===== src/rtl/score_display.sv =====
// Three-digit multiplexed 7-segment driver for a BCD score.
//
// Scans units, tens and hundreds in turn, SCAN_DIV clocks per digit. The
// first GUARD clocks of every slot are blanked so the previous digit's
// segments never ghost onto the next enable. The displayed value is a
// snapshot taken only at frame end, so the digits never tear mid-frame.
//
// Ports:
//   clk        - clock, rising edge
//   rst        - synchronous active-high reset
//   num1       - units digit (BCD)
//   num2       - tens digit (BCD)
//   num3       - hundreds digit (BCD)
//   upd        - request to capture num1..num3 at the next frame end
//   seg        - segments {a,b,c,d,e,f,g}, active-high, registered
//   dig_en     - one-hot digit enable {hundreds,tens,units}, registered
//   frame_done - one-cycle pulse after each frame end
//   err        - sticky: a captured digit was not BCD
module score_display #(
    parameter int unsigned SCAN_DIV = 50000,
    parameter int unsigned GUARD    = 2
) (
    input  logic       clk,
    input  logic       rst,
    input  logic [3:0] num1,
    input  logic [3:0] num2,
    input  logic [3:0] num3,
    input  logic       upd,
    output logic [6:0] seg,
    output logic [2:0] dig_en,
    output logic       frame_done,
    output logic       err
);

    localparam logic [15:0] LastCnt  = 16'(SCAN_DIV - 1);
    localparam logic [15:0] GuardCnt = 16'(GUARD);

    typedef enum logic [1:0] {S_UNITS, S_TENS, S_HUNDREDS} state_e;

    state_e      state_q;
    logic [15:0] cnt_q;
    logic [3:0]  u_q, t_q, h_q;
    logic        pending_q;
    logic [6:0]  seg_q, seg_d;
    logic [2:0]  dig_en_q, dig_en_d;
    logic        frame_done_q;
    logic        err_q;

    logic slot_end;
    logic frame_end;
    logic load;
    logic tens_blank;
    logic hund_blank;

    // Non-BCD codes show a lone middle dash.
    function automatic logic [6:0] seg_code(input logic [3:0] v);
        logic [6:0] s;
        case (v)
            4'd0:    s = 7'h7E;
            4'd1:    s = 7'h30;
            4'd2:    s = 7'h6D;
            4'd3:    s = 7'h79;
            4'd4:    s = 7'h33;
            4'd5:    s = 7'h5B;
            4'd6:    s = 7'h5F;
            4'd7:    s = 7'h70;
            4'd8:    s = 7'h7F;
            4'd9:    s = 7'h7B;
            default: s = 7'h01;
        endcase
        return s;
    endfunction

    assign slot_end  = (cnt_q == LastCnt);
    assign frame_end = slot_end && (state_q == S_HUNDREDS);
    // An upd arriving on the frame-end cycle itself is honoured immediately.
    assign load      = frame_end && (pending_q || upd);

    // Leading-zero blanking; a non-BCD digit is nonzero and so stays lit.
    assign hund_blank = (h_q == 4'd0);
    assign tens_blank = (h_q == 4'd0) && (t_q == 4'd0);

    always_comb begin
        seg_d    = 7'h00;
        dig_en_d = 3'b000;
        if (cnt_q >= GuardCnt) begin
            unique case (state_q)
                S_UNITS: begin
                    dig_en_d = 3'b001;
                    seg_d    = seg_code(u_q);
                end
                S_TENS: begin
                    if (!tens_blank) begin
                        dig_en_d = 3'b010;
                        seg_d    = seg_code(t_q);
                    end
                end
                S_HUNDREDS: begin
                    if (!hund_blank) begin
                        dig_en_d = 3'b100;
                        seg_d    = seg_code(h_q);
                    end
                end
                default: ;
            endcase
        end
    end

    always_ff @(posedge clk) begin
        if (rst) begin
            state_q      <= S_UNITS;
            cnt_q        <= 16'd0;
            u_q          <= 4'd0;
            t_q          <= 4'd0;
            h_q          <= 4'd0;
            pending_q    <= 1'b0;
            seg_q        <= 7'h00;
            dig_en_q     <= 3'b000;
            frame_done_q <= 1'b0;
            err_q        <= 1'b0;
        end else begin
            cnt_q <= slot_end ? 16'd0 : cnt_q + 16'd1;

            if (slot_end) begin
                unique case (state_q)
                    S_UNITS:    state_q <= S_TENS;
                    S_TENS:     state_q <= S_HUNDREDS;
                    S_HUNDREDS: state_q <= S_UNITS;
                    default:    state_q <= S_UNITS;
                endcase
            end

            frame_done_q <= frame_end;

            if (load) begin
                u_q       <= num1;
                t_q       <= num2;
                h_q       <= num3;
                pending_q <= 1'b0;
                if ((num1 > 4'd9) || (num2 > 4'd9) || (num3 > 4'd9)) begin
                    err_q <= 1'b1;
                end
            end else if (upd) begin
                pending_q <= 1'b1;
            end

            seg_q    <= seg_d;
            dig_en_q <= dig_en_d;
        end
    end

    assign seg        = seg_q;
    assign dig_en     = dig_en_q;
    assign frame_done = frame_done_q;
    assign err        = err_q;

endmodule


===== config.mk =====
export PLATFORM = sky130hd
export DESIGN_NAME = score_display
export DESIGN_NICKNAME = d
export VERILOG_FILES = /design/src/rtl/score_display.sv
export SDC_FILE = /design/constraint.sdc
export NUM_CORES = 1
export LEC_CHECK = 0
export ABC_CLOCK_PERIOD_IN_PS = 3300
export CORE_UTILIZATION = 53
export DETAILED_ROUTE_END_ITERATION = 10
export GPL_TIMING_DRIVEN = 0
export PLACE_DENSITY = 0.85
export SETUP_SLACK_MARGIN = 0.02
export SLEW_MARGIN = 20
export SYNTH_ARGS = -nofsm -noshare
export SYNTH_HDL_FRONTEND = slang
export SYNTH_SLANG_ARGS = --single-unit
export TNS_END_PERCENT = 20

===== constraint.sdc =====
create_clock -name clk -period 3.3 [get_ports clk]
set_clock_uncertainty 0.15 [all_clocks]
set_input_delay 0.99 -clock clk [delete_from_list [all_inputs] [get_ports clk]]
set_output_delay 0.99 -clock clk [all_outputs]
set_load 0.02 [all_outputs]

### Yosys cells after proc, flatten, opt, wreduce, memory -nomap -nowiden

Memories as Yosys holds them, arrays and structs flattened. A register that Yosys moved wholly into a read port is not among the register bits.
Cells that the tools add are included.
Widths: inputs -> output; s select.

| cells by class | value |
|---|---|
| add/sub/neg operators | 1 |
| $lt $le $gt $ge | 4 |
| eq/ne operators | 3 |
| mux-type cells | 13 |
| bitwise gates (word level) | 1 |
| reduce and logical (&&, ||, !) cells | 13 |

Operators with widths:

| operator | number |
|---|---|
| $mux 4 | 6 |
| $pmux 7 s3 | 1 |
| $add 16x1->16 const B | 1 |
| $eq 16x16->1 const B | 1 |
| $ge 16x2->1 const B | 1 |
| $mux 7 | 2 |
| $gt 4x4->1 const B | 3 |
| $pmux 3 s3 | 1 |
| $logic_not 4->1 | 2 |
| $reduce_or 2->1 | 3 |
| $pmux 2 s2 | 1 |
| $logic_and 1x1->1 | 3 |
| $logic_or 1x1->1 | 3 |
| $mux 3 | 1 |
| $eq 2x1->1 const B | 1 |
| $eq 2x2->1 const B | 1 |
| $logic_not 2->1 | 1 |
| $mux 2 | 1 |
| $reduce_and 2->1 | 1 |
| $not 1->1 | 1 |

| word-level totals | value |
|---|---|
| bits in registers | 43 |
| ROM bits | 336 |
| bits of input ports | 15 |
| output and inout port bits | 12 |
| logic and storage cells | 48 |
| memories | 3 |

Memory list:

| name | words | bits a word | read ports | clocked after memory_dff | write ports | RTL line | RTL |
|---|---|---|---|---|---|---|---|
| (no name shown) | 16 | 7 | 1 | 1 | 0 | 58 | `case (v)` |
| (no name shown) | 16 | 7 | 1 | 1 | 0 | 58 |  |
| (no name shown) | 16 | 7 | 1 | 1 | 0 | 58 |  |

### Depth between registers and ports, before layout

Gate-level depths: netlist of run 1.

| depth | value |
|---|---|
| word-level depth | 5 |
| mapped depth | 13 |
| gate-level depth less buffers | 10 |

### Worst setup path before layout of run 1

OpenSTA, ideal clock, no wires.

| timing path | value |
|---|---|
| path kind | register to register |
| from | register cnt_q[10] |
| to | register (tool-made name) |
| library setup time | 0.114 ns |
| arrival | 2.683 ns |
| required time | 3.036 ns |
| slack | 0.353 ns |
| stages on the path, launching flop included | 12 |
| path buffers | 2 |
| clock period less this slack | 2.947 ns |
| cell sequence | dfxtp_1 or4_4 or4_4 buf_6 nor2_8 buf_8 nand2_2 a21oi_2 inv_1 ha_1 nand2_1 a21o_1 |

RTL lines:

| what | RTL line | RTL |
|---|---|---|
| start: declaration | 41 | `logic [15:0] cnt_q;` |
| start signal: assignment | 122 | `cnt_q <= slot_end ? 16'd0 : cnt_q + 16'd1;` |

==> results.md, run 1 <==
## Routing
• **count of unresolved DRC violations after routing** 0
• **DRC marker count from the first detailed-route iteration** 185
• **total number of vias** 2,627
• **iteration count of the initial detailed-routing pass** 6
• **via/cell ratio** 5.77
• **drt total wl** 6.95 mm
• **remaining antenna violation count** 0
• **detail-routed net length per standard cell** 15.3 um

## Yosys
• **fraction of registers with async set or reset after synthesis** 0%
• **number of flops mapped to enable cells by yosys** 0
• **cell taking the most area after synthesis** dfxtp_1
• **top_reg_cell synth** dfxtp_1
• **number of synthesis warnings** 0
• **number of distinct library cells after synthesis** 47
• **leading cell types by total area after synthesis** dfxtp_1, ha_1, nor2_1, a21oi_2, nand2_1
• **most common cell in the netlist** dfxtp_1
• **Yosys reg bits** 64
• **Post-Synthesis Net Count** 372
• **Syn Inst Count** 337
• **synth cell count leaders** dfxtp_1, nor2_1, nand2_1
• **mean cell area of the mapped netlist** 9.15 sq um
• **area fraction of the dominant cell type after synthesis** 41.6%
• **Seq/Total Area, Yosys** 41.6%
• **area of the mapped netlist** 3080 sq um

## Cells and area
• **share of final-layout standard cells stronger than drive strength 1** 13.6%
• **Layout area overhead** 18.9%
• **Fill cells** 447
• **number of antenna cells inserted** 0
• **number of nets in the layout** 416
• **Final Non-Filler Cells** 455
• **final design area excluding fillers** 3660 sq um

## Floorplanning
• **die outline area** 6130 sq um
• **die height** 78.3 um
• **Site Rows** 27
• **die span in x** 78.3 um
• **starting utilization of the core area** 55.6%
• **top-level I/O count** 27
• **Std-Cell Core Area** 5540 sq um

## Run status
• **status** completed

## Setup path
• **max incr delay on CP** 0.57 ns
• **nature of the critical path startpoint** flop
• **chain of cells forming the critical path** or4_4 -> or4_4 -> buf_6 -> nor2_8 -> buf_8 -> buf_12 -> nand2_1 -> a21oi_2 -> buf_4 -> ha_1 -> nor2_1 -> a211o_1
• **largest fanout on the critical path** 10
• **crit path capture type** flop
• **Data required, critical path** 3.38 ns
• **kind of critical path** flop to flop
• **most prevalent standard cell on the critical path** or4_4
• **CP Data Arrival Time** 3.29 ns
• **critical path's slowest cell** or4_4
• **worst reg2reg setup slack** 0.09 ns

## Clock tree
• **total number of clock tree sinks** 64
• **deepest clock path buffer count** 2
• **clock network latency to the later pin of the worst-skew pair** 0.35 ns
• **Max H-tree Level** 3
• **clock slew at reported path FFs** 0.06 ns
• **TritonCTS buffer count** 9
• **CTS tree** built
• **Post-CTS Hold Buffers** 0
• **root cell of the clock tree** clkbuf_8

## Timing
• **Max Fclk** 312 MHz
• **final setup violation count** 0
• **Setup Total Neg Slack** 0 ns
• **final worst path period share** 97.3%
• **number of max-slew violations in the final report** 0
• **max-slew headroom at the worst pin** 55.8%
• **clock period minus final worst setup slack** 3.21 ns
• **Least-Margin Pin Slew** 0.659 ns
• **Final Hold Fails** 0

## Placed design
• **placed instance count** 435
• **count of buffers from port buffering** 26
• **DP Wirelength** 4.91 mm
• **GPL Wtd Cong** 0.872
• **cell area after placement** 3430 sq um

## Worst hold path
• **type of the worst min-delay path** flop to flop

## GRT
• **largest net degree at the start of global routing** 11
• **vias in the first global route** 2,357
• **first-pass GRT wire length** 11.0 mm
• **total global-route track usage** 23.9%
• **number of antenna violations at the first check in global routing** 0
• **gr ovfl total** 0

## Power and ir drop
• **internal cell power** 1.13 mW
• **sequential power share** 54.1%
• **combinational cell fraction of total power** 6.8%
• **switching share of power** 22.8%
• **clock network fraction of total power** 39.1%
• **switching power** 0.334 mW
• **largest voltage drop on the vdd net** 0.244 mV
• **leakage** 1.44 nW
• **ratio of total power to cell area** 400 nW/um^2

## Run
• **maxcap violations** 0

logic make-up (layout without fill, tap and decap cells):
kind of cell / after synthesis / after routing / share of synthesized area (%)
buffers and inverters: 29 / 75 / 4.79
flip-flops: 64 / 64 / 41.6
multiplexers: 5 / 5 / 1.87
AO/OA/AOI/OAI: 72 / 72 / 17.1
adder cells (fa/ha/maj): 20 / 20 / 8.12
XOR/XNOR: 14 / 14 / 3.98
AND/OR/NAND/NOR: 133 / 133 / 22.6
power by group through the flow:
| stage | Sequential (mW) | Clock, mW | Combinational (mW) |
|---|---|---|---|
| after global routing | 0.794 | 0.617 | 0.105 |
| after CTS | 0.793 | 0.582 | 0.0978 |
| final | 0.794 | 0.573 | 0.0992 |
| after global placement | 0.810 | 0 | 0.0952 |
| after detailed placement | 0.811 | 0 | 0.0963 |
| after floorplan | 0.823 | 0 | 0.0314 |
layout make-up:
cell class                      instances  area [sq um]  area share, %
Clock inverter                          1          5.00          0.137
Timing Repair Buffer                   33           313           8.54
Buffer                                  9          76.3           2.08
Sequential cell                        64          1280           35.0
Multi-Input combinational cell        244          1670           45.5
Tap cell                               72          90.1           2.46
Clock buffer                           12           155           4.23
Inverter                               20          75.1           2.05
routing by layer:
| metal | GRT usage [%] | up-vias | share of wire, % |
|---|---|---|---|
| met5 | 0 | - | 0 |
| met4 | 13.3 | 0 | 2.7 |
| met3 | 5.81 | 19 | 7.1 |
| met2 | 38.6 | 115 | 47 |
| met1 | 29.2 | 1231 | 43 |
| li1 | - | 1262 | - |
critical path, delay by kind of cell, from the launching register on:
kind	cells	cell delay, ns
compound gates	2	0.50
fa+ha+maj	1	0.15
buf+inv	4	0.59
flops	1	0.35
simple gates	5	1.37
stage by stage:
stage	util, %	worst slack (ns)	total power, mW	hold slack (ns)
finish	66.1	0.0905	1.47	0.322
global route	66.1	-0.0142	1.52	0.343
CTS	65.0	0.0153	1.47	0.316
detailed placement	62.0	-0.687	0.907	0.302
global placement	62.0	-0.689	0.905	0.290
floorplan	-	0.353	0.854	0.276
placed cells by master, fill, tap and decap left out, types with 3 or more instances in the layout:
| cell type | netlist | routed |
|---|---|---|
| o21bai_1 | 3 | 3 |
| xnor2_1 | 8 | 8 |
| a211oi_1 | 4 | 4 |
| inv_2 | 3 | 4 |
| clkbuf_8 | 0 | 11 |
| nor3_1 | 7 | 7 |
| mux2i_1 | 3 | 3 |
| nor2_1 | 41 | 41 |
| xor2_1 | 6 | 6 |
| o32ai_1 | 3 | 3 |
| a22oi_1 | 3 | 3 |
| a21oi_1 | 16 | 16 |
| nand3_1 | 14 | 14 |
| nor3b_1 | 4 | 4 |
| a222oi_1 | 7 | 7 |
| a21o_1 | 7 | 7 |
| clkbuf_1 | 5 | 3 |
| clkbuf_2 | 0 | 3 |
| or2_1 | 3 | 3 |
| ha_1 | 20 | 20 |
| and3_1 | 7 | 7 |
| dfxtp_1 | 64 | 64 |
| nand2_1 | 24 | 24 |
| buf_4 | 1 | 8 |
| nor4_1 | 3 | 3 |
| a31oi_1 | 3 | 3 |
| nand2b_1 | 5 | 5 |
| o21ai_0 | 6 | 5 |
| nor2b_1 | 13 | 13 |
| inv_1 | 17 | 16 |
| a211o_1 | 3 | 3 |
| a21oi_2 | 14 | 12 |
| clkdlybuf4s50_1 | 0 | 26 |
path summary, 6_finish.rpt:
check / start / to / cells past startpoint
setup / recovery: cnt_q[4]$_SDFF_PP0_ / flop / 12
hold reg to reg: cnt_q[0]$_SDFF_PP0_ / cnt_q[0]$_SDFF_PP0_ / 1
setup reg to reg: cnt_q[4]$_SDFF_PP0_ / flop / 12
hold / removal: cnt_q[0]$_SDFF_PP0_ / cnt_q[0]$_SDFF_PP0_ / 1
what timing repair did:
action | in CTS | in global routing
pin swaps | 1 | 3
gates resized for setup | 4 | 4
setup endpoints to repair | 21 | 19
buffers inserted | 0 | 7
Power figures use the tool's default switching activity.
==> inputs of run 2 (changes only) <==
--- a/config.mk
+++ b/config.mk
@@ -6,6 +6,7 @@
 export NUM_CORES = 1
 export LEC_CHECK = 0
 export ABC_CLOCK_PERIOD_IN_PS = 3300
+export CAP_MARGIN = 10
 export CORE_UTILIZATION = 53
 export DETAILED_ROUTE_END_ITERATION = 10
 export GPL_TIMING_DRIVEN = 0
==> results of run 2 <==
No change in the layout: final DEF, timing and power equal those of run 1.
